`src/rtl/calc2_req_master.sv`:
```
// Request initiator for one calc2 port: tags each accepted operation, sends it as two
// bus beats and returns the tagged responses in arrival order through a small FIFO.
module calc2_req_master #(
    parameter int DATA_W = 32,
    parameter int CMD_W  = 4,
    parameter int TAG_W  = 2
) (
    input  logic              c_clk,
    input  logic              reset,
    input  logic              op_valid,
    output logic              op_ready,
    input  logic [CMD_W-1:0]  op_cmd,
    input  logic [DATA_W-1:0] op_a,
    input  logic [DATA_W-1:0] op_b,
    output logic [CMD_W-1:0]  req_cmd_out,
    output logic [DATA_W-1:0] req_data_out,
    output logic [TAG_W-1:0]  req_tag_out,
    input  logic [1:0]        out_resp,
    input  logic [DATA_W-1:0] out_data,
    input  logic [TAG_W-1:0]  out_tag,
    output logic              res_valid,
    input  logic              res_ready,
    output logic [1:0]        res_resp,
    output logic [DATA_W-1:0] res_data,
    output logic [TAG_W-1:0]  res_tag,
    output logic              err_spurious
);

    localparam int NUM_TAGS = 2 ** TAG_W;

    typedef enum logic [1:0] {IDLE, SEND1, SEND2} state_t;

    typedef struct packed {
        logic [1:0]        resp;
        logic [DATA_W-1:0] data;
        logic [TAG_W-1:0]  tag;
    } entry_t;

    state_t              state, state_nxt;
    logic [NUM_TAGS-1:0] busy_mask, inflight_mask;
    logic [TAG_W-1:0]    free_tag;
    logic                any_free;
    logic                accept, issue;
    logic [DATA_W-1:0]   op_b_q;
    logic [CMD_W-1:0]    req_cmd_nxt;
    logic [DATA_W-1:0]   req_data_nxt;
    logic [TAG_W-1:0]    req_tag_nxt;

    entry_t              fifo_mem [NUM_TAGS];
    entry_t              head;
    logic [TAG_W-1:0]    wr_ptr, rd_ptr;
    logic [TAG_W:0]      count;
    logic                push, pop, resp_seen;

    // Lowest-numbered free tag; the busy mask is a tag's lifetime from accept to pop.
    always_comb begin
        // NOTE: every variable written here gets a default first, so no path can infer a latch.
        free_tag = '0;
        any_free = ~&busy_mask;
        for (int i = NUM_TAGS - 1; i >= 0; i--) begin
            if (!busy_mask[i]) free_tag = TAG_W'(i);
        end
    end

    // Held low while reset is asserted so nothing is accepted before the masks are clean.
    assign op_ready = reset && (state != SEND1) && any_free;
    assign accept   = op_valid && op_ready;
    assign issue    = accept && (op_cmd != '0);

    always_ff @(posedge c_clk or negedge reset) begin
        if (!reset) begin
            // NOTE: sequential state uses non-blocking assignments so every flop samples pre-edge values.
            state        <= IDLE;
            req_cmd_out  <= '0;
            req_data_out <= '0;
            req_tag_out  <= '0;
            op_b_q       <= '0;
        end else begin
            state        <= state_nxt;
            req_cmd_out  <= req_cmd_nxt;
            req_data_out <= req_data_nxt;
            req_tag_out  <= req_tag_nxt;
            if (issue) op_b_q <= op_b;
        end
    end

    always_comb begin
        state_nxt = IDLE;
        unique case (state)
            IDLE, SEND2: state_nxt = issue ? SEND1 : IDLE;
            SEND1:       state_nxt = SEND2;
            default:     state_nxt = IDLE;
        endcase
    end

    // Next bus beat: beat 1 on issue, beat 2 reuses the tag still on the bus from beat 1.
    always_comb begin
        req_cmd_nxt  = '0;
        req_data_nxt = '0;
        req_tag_nxt  = '0;
        if (issue) begin
            req_cmd_nxt  = op_cmd;
            req_data_nxt = op_a;
            req_tag_nxt  = free_tag;
        end else if (state == SEND1) begin
            req_data_nxt = op_b_q;
            req_tag_nxt  = req_tag_out;
        end
    end

    assign resp_seen = (out_resp != 2'd0);
    assign push      = resp_seen && inflight_mask[out_tag];
    assign pop       = res_valid && res_ready;

    // A tag stays busy until its result is popped, so the FIFO can never overflow.
    always_ff @(posedge c_clk or negedge reset) begin
        if (!reset) begin
            busy_mask     <= '0;
            inflight_mask <= '0;
            err_spurious  <= 1'b0;
        end else begin
            if (issue) begin
                busy_mask[free_tag]     <= 1'b1;
                inflight_mask[free_tag] <= 1'b1;
            end
            if (pop)  busy_mask[res_tag]     <= 1'b0;
            if (push) inflight_mask[out_tag] <= 1'b0;
            if (resp_seen && !inflight_mask[out_tag]) err_spurious <= 1'b1;
        end
    end

    // NOTE: FIFO storage has no reset; the read side is gated by the occupancy count instead.
    always_ff @(posedge c_clk) begin
        if (push) fifo_mem[wr_ptr] <= '{resp: out_resp, data: out_data, tag: out_tag};
    end

    always_ff @(posedge c_clk or negedge reset) begin
        if (!reset) begin
            wr_ptr <= '0;
            rd_ptr <= '0;
            count  <= '0;
        end else begin
            if (push) wr_ptr <= wr_ptr + TAG_W'(1);
            if (pop)  rd_ptr <= rd_ptr + TAG_W'(1);
            unique case ({push, pop})
                2'b10:   count <= count + (TAG_W + 1)'(1);
                2'b01:   count <= count - (TAG_W + 1)'(1);
                default: count <= count;
            endcase
        end
    end

    assign head      = fifo_mem[rd_ptr];
    assign res_valid = (count != '0);
    assign res_resp  = res_valid ? head.resp : '0;
    assign res_data  = res_valid ? head.data : '0;
    assign res_tag   = res_valid ? head.tag  : '0;

endmodule

```
`config.mk`:
```
export PLATFORM = sky130hd
export DESIGN_NAME = calc2_req_master
export DESIGN_NICKNAME = d
export VERILOG_FILES = /design/src/rtl/calc2_req_master.sv
export SDC_FILE = /design/constraint.sdc
export NUM_CORES = 1
export LEC_CHECK = 0
export ABC_AREA = 1
export CAP_MARGIN = 20
export CORE_MARGIN = 2
export CORE_UTILIZATION = 55
export DETAILED_ROUTE_END_ITERATION = 8
export HOLD_SLACK_MARGIN = 0.05
export PLACE_DENSITY = 0.93
export SYNTH_ARGS = -nofsm -noshare
export SYNTH_HDL_FRONTEND = slang
export SYNTH_SLANG_ARGS = --single-unit
```
`constraint.sdc`:
```
create_clock -name c_clk -period 7.8 [get_ports c_clk]
set_input_delay 1.56 -clock c_clk [delete_from_list [all_inputs] [get_ports c_clk]]
set_output_delay 1.56 -clock c_clk [all_outputs]
set_load 0.02 [all_outputs]
```
==> metrics.txt, run 1 <==
CP Capture Type=output pin; fin crit period=4.47 ns; most frequent cells in the layout=253 x nand2_1, 183 x clkdlybuf4s50_1, 154 x nor2_1; required time of the critical path=6.24 ns; Area after DPL=0.0113 mm^2; Setup Buffers After CTS=0; Post-Syn Area=0.00929 mm^2; R2R Setup Slk=5.24 ns; CTS sink cnt=232; Least-Margin Pin Slew=1.00 ns; crit path cell chain=clkinv_1 > buf_16 > nor2_1 > o21ai_0 > a21oi_1 > clkdlybuf4s50_1; Area Overhead vs Synth=30.4%; multiplexer area fraction after synthesis=0%; Finished Cell Area=0.0121 mm^2; Rows=47; xor and xnor fraction of the mapped netlist area=0.283%; outcome=finished clean; CP delay by family, top=buffers and inverters; DIE AREA=0.0179 mm^2; CP max stage delay=0.67 ns; yosys warns=0; Min-Delay Path Class=reg -> reg; Synth cell types=28; crit path max fanout=20; register area share after synthesis=70.3%; P per Cell Area=352 mW/mm^2; Synth Register Bits=232; synthesized instance count=872; vias per cell=5.34; Post-Synth Adder-Cell Area=0.889%; vias in the first global route=6,892; Slew Limit Fails=0; DIE HEIGHT=134 um; Clock Tree Root=clkbuf_16; final net count=1,165; largest family of logic cells by synthesized area=simple AND/OR/NAND/NOR gates; grt total ovfl=0; Worst Skew=0.0117 ns; Initial Util=56.2%; worst reg2reg endpoint=count[2]; worst rel slew slack=32.9%; io pins=185; syn avg cell area=10.6 um^2; worst path buffer plus inverter count=3; WL final=22,200 um; layout cells sized above 1=5.82%; Final ANT Viol Nets=0; maximum VDD drop=0.235 mV; Synth area leaders=edfxtp_1 47%, dfrtp_1 24%, nand2_1 10%, nor2_1 6.4%, o21ai_0 3.8%; H-tree depth=1; Placeable Area=0.0165 mm^2; CTS clock-pin slew for the worst setup and hold paths=0.06 ns; commonest non-fill, non-tap cell in the layout=nand2_1; final-report setup violation count=0; post-cts resize count=0; Worst Setup SP=rd_ptr[1]; capture point of the critical path=res_data[31]; leak pwr=5.02 nW; first-pass GRT wire length=34,800 um; All-Layer GR Usage=24.5%; number of inserted diodes=0; final hold violation count=0; final RePlAce weighted congestion=0.832; routed len/inst=17.3 um; Synth Area in Simple Gates=18.6%; largest net degree at the start of global routing=74; CTS Hold Bufs=0; Synth Area in Compound Gates=6.06%; post-synth top area cell=edfxtp_1; maxcap violations=0; Stages on worst setup path=6; Initial DRT Pass Iterations=5; crit start category=flip-flop; latest clock arrival within the worst-skew pair=0.49 ns; Die Wd=134 um; DRC Markers=0; port buffer count=184; RSZ-0062 raised after global routing=false; Initial DRC Count=626; Arrival @ worst endpoint=2.91 ns; Mapped Nets=986; post-synth top area share=46.6%; Tcrit/Tclk final=57.3%; DR vias=6,863; setup TNS=0 ns; WHS=0.471 ns; CTS Buffer Depth=3; r2r startpoint=inflight_mask[3]; Fmax=0.224 GHz; Pwr Total=0.00427 W; cts bufs inserted=23; Crit Path Class=reg -> out; Crit-path slowest cell=clkdlybuf4s50_1; Worst Hold Depth=1; TritonCTS clock tree=yes; r2r worst-path depth=11; initial antenna violation count=0; Layout Utilization=73.3%; DP HPWL=13,300 um
==> cells in the mapped netlist, drive strengths merged <==
cell,number
edfxtp,144
fa,1
nand3b,2
xnor2,1
a21oi,37
clkbuf,15
ha,5
nor2,161
xor2,2
nand4,2
nand2,257
a31o,2
inv,39
buf,25
or2,2
o21ai,72
dfrtp,88
nand3,14
clkinv,3
==> cell families (layout without fill, tap and decap cells) <==
group                      after synthesis  count (layout)
xor gates and xnor gates                 3               3
and+or+nand+nor                        438             438
adders and majority gates                6               6
AOI/OAI and AO/OA                      111             111
DFF                                    232             232
buffers and inverters                   82             276
==> worst reg2reg max path: cells and delay by family, from the launching register on <==
kind                       cells  cell delay, ns
buffers and inverters          2            0.15
xor gates and xnor gates       1            0.17
and+or+nand+nor                4            0.81
DFF                            1            0.37
AOI/OAI and AO/OA              2            0.29
adders and majority gates      2            0.65
==> per-layer routing <==
layer / vias to the layer above / routed length, um / track usage, %
li1: 3210 / - / -
met1: 3276 / 8390 / 30.9
met2: 325 / 11300 / 42.7
met3: 52 / 1850 / 5.25
met4: 0 / 677 / 7.51
met5: - / 0 / 0
==> flip-flops by register name, indices dropped and copies added (netlist names), 3 cells and up <==
signal and flops:
busy_mask 4, count 3, req_data_out 32, fifo_mem 144
inflight_mask 4, op_b_q 32, req_cmd_out 4
==> stage by stage <==
stage	setup slack, ns	std cells
floorplan	3.73	872
global placement	3.50	1239
detailed placement	3.34	1241
CTS	3.36	1281
global route	3.17	1286
finish	3.33	1286
==> area by class of cell <==
type | instances | area (um^2)
flip-flops and latches | 232 | 6530
clock inverters | 10 | 73.8
clock buffers | 30 | 626
fillers | 1036 | 4410
repair buffers | 194 | 2020
well taps | 220 | 275
inverters | 42 | 158
multi-input cells | 558 | 2430
==> power by group <==
part           internal (W)  leakage [nW]  total (W)  switching (W)
Sequential          0.00151          2.43    0.00160      0.0000838
Clock              0.000596         0.346    0.00103       0.000438
Combinational      0.000643          2.25    0.00164       0.000993
==> worst min path at each step <==
stage | start | to
CTS | state[0] | state[0]
floorplan | state[0] | state[0]
detailed placement | state[0] | state[0]
finish | state[0] | state[0]
global route | count[0] | count[0]
global placement | state[0] | state[0]
No activity file was read; power rests on OpenSTA's default activity.
==> inputs of run 2 (changes only) <==
Settings changed: CORE_UTILIZATION 55 to 47, PLACE_DENSITY 0.93 to 0.86.
Clock period 7.8 ns to 3.7 ns, I/O delays scaled along.
==> metrics.txt, run 2 (synthesis results as in run 1) <==
final-report setup violation count=0; Worst Skew=0.00917 ns; capture point of the critical path=res_data[31]; routed len/inst=16.1 um; Placeable Area=0.0194 mm^2; Slew Limit Fails=0; number of inserted diodes=0; Crit Path Class=reg -> out; r2r startpoint=inflight_mask[1]; outcome=finished clean; cts bufs inserted=24; Initial DRC Count=529; setup TNS=0 ns; P_sw=0.00320 W; vias in the first global route=6,618; fill cell count=1,501; port buffer count=184; CTS Buffer Depth=3; required time of the critical path=2.96 ns; DIE AREA=0.0209 mm^2; maximum VDD drop=0.410 mV; Most Crowded Layer GR=met2; vias per cell=5.10; biggest regs=fifo_mem: 144 flops, op_b_q: 32 flops, req_data_out: 32 flops; WL final=21,700 um; Fmax=0.289 GHz; final net count=1,173; DIE HEIGHT=145 um; met2 Usage GRT=34.8%; maxcap violations=0; Die Wd=145 um; DP HPWL=13,600 um; grt total ovfl=0; Arrival @ worst endpoint=2.72 ns; Largest register FFs=144; leak pwr=5.11 nW; commonest non-fill, non-tap cell in the layout=nand2_1; All-Layer GR Usage=20.6%; Area after DPL=0.0114 mm^2; CTS sink cnt=232; DR vias=6,841; CTS clock-pin slew for the worst setup and hold paths=0.06 ns; clock network power share=27.7%; most frequent cells in the layout=253 x nand2_1, 183 x clkdlybuf4s50_1, 154 x nor2_1; DRC Markers=0; Least-Margin Pin Slew=1.02 ns; layout cells sized above 1=7.34%; Initial Util=47.9%; post-cts resize count=0; first-pass GRT wire length=33,500 um; r2r worst-path depth=11; worst rel slew slack=31.8%; TritonCTS clock tree=yes; Largest Register=fifo_mem; R2R Setup Slk=1.66 ns; switching part of the total power=34.3%; final RePlAce weighted congestion=0.788; Finished Cell Area=0.0123 mm^2; Worst Setup SP=rd_ptr[0]; Layout Utilization=63.5%; Tcrit/Tclk final=93.4%; Initial DRT Pass Iterations=5; crit start category=flip-flop; H-tree depth=1; fin crit period=3.46 ns; met3 Resource Use GR=6.42%; CTS Hold Bufs=0; Clock Tree Root=clkbuf_16; RSZ-0062 raised after global routing=false; Setup Buffers After CTS=0; io pins=185; Min-Delay Path Class=in -> async; CP Capture Type=output pin; Rows=51; Final ANT Viol Nets=0; latest clock arrival within the worst-skew pair=0.50 ns; Flop pwr share=36.4%; worst reg2reg endpoint=count[2]; Internal Power=0.00613 W; initial antenna violation count=0; P per Cell Area=758 mW/mm^2; crit path max fanout=73; combinational power share=35.9%; GRT met1 Usage=26.2%; largest net degree at the start of global routing=74; Area Overhead vs Synth=32.6%; final hold violation count=0
[run 2: area by class of cell]
type	count	area [um^2]	area share [%]
Sequential cell	232	6530	53.0
Tap cell	265	332	2.69
Clock buffer	29	682	5.54
Clock inverter	15	191	1.55
Inverter	42	158	1.28
Multi-Input combinational cell	558	2430	19.7
Timing Repair Buffer	201	2000	16.2
[run 2: worst min path at each step]
stage          startpoint  cells after the start                to  slack (ns)
2_1_floorplan    state[0]                      1          state[0]        0.42
6_report            reset                      1          state[1]        0.13
4_1_cts             reset                      1          state[0]        0.12
3_5_place_dp     state[0]                      1          state[0]        0.44
5_1_grt             reset                      1  inflight_mask[1]        0.13
3_3_place_gp     state[0]                      1          state[0]        0.44
[run 2: critical path: stages (launching register included)]
cell	delay, ns
dfrtp_2	0.38
buf_6	0.46
nor2_1	0.15
nor2_1	0.16
o21ai_0	0.17
a21oi_1	0.24
clkdlybuf4s50_1	0.65
[run 2: stage by stage]
stage	cells	worst slack (ns)	hold WS (ns)	total power (W)
global placement	1298	0.635	0.440	0.00668
global route	1342	0.136	0.132	0.00986
floorplan	872	0.452	0.425	0.00534
CTS	1342	0.0447	0.123	0.00939
detailed placement	1298	0.574	0.443	0.00677
finish	1342	0.245	0.128	0.00933
[run 2: per-layer routing]
metal | routed length (um) | up-vias
li1 | - | 3228
met1 | 8420 | 3248
met2 | 10500 | 324
met3 | 2290 | 41
met4 | 408 | 0
met5 | 0 | -
[run 2: power by group through the flow]
stage / Clock (W) / Sequential [W] / Combinational (W)
4_1_cts: 0.00263 / 0.00339 / 0.00337
3_5_place_dp: 0 / 0.00343 / 0.00333
5_1_grt: 0.00275 / 0.00343 / 0.00368
6_report: 0.00259 / 0.00339 / 0.00335
3_3_place_gp: 0 / 0.00342 / 0.00326
2_1_floorplan: 0 / 0.00343 / 0.00191
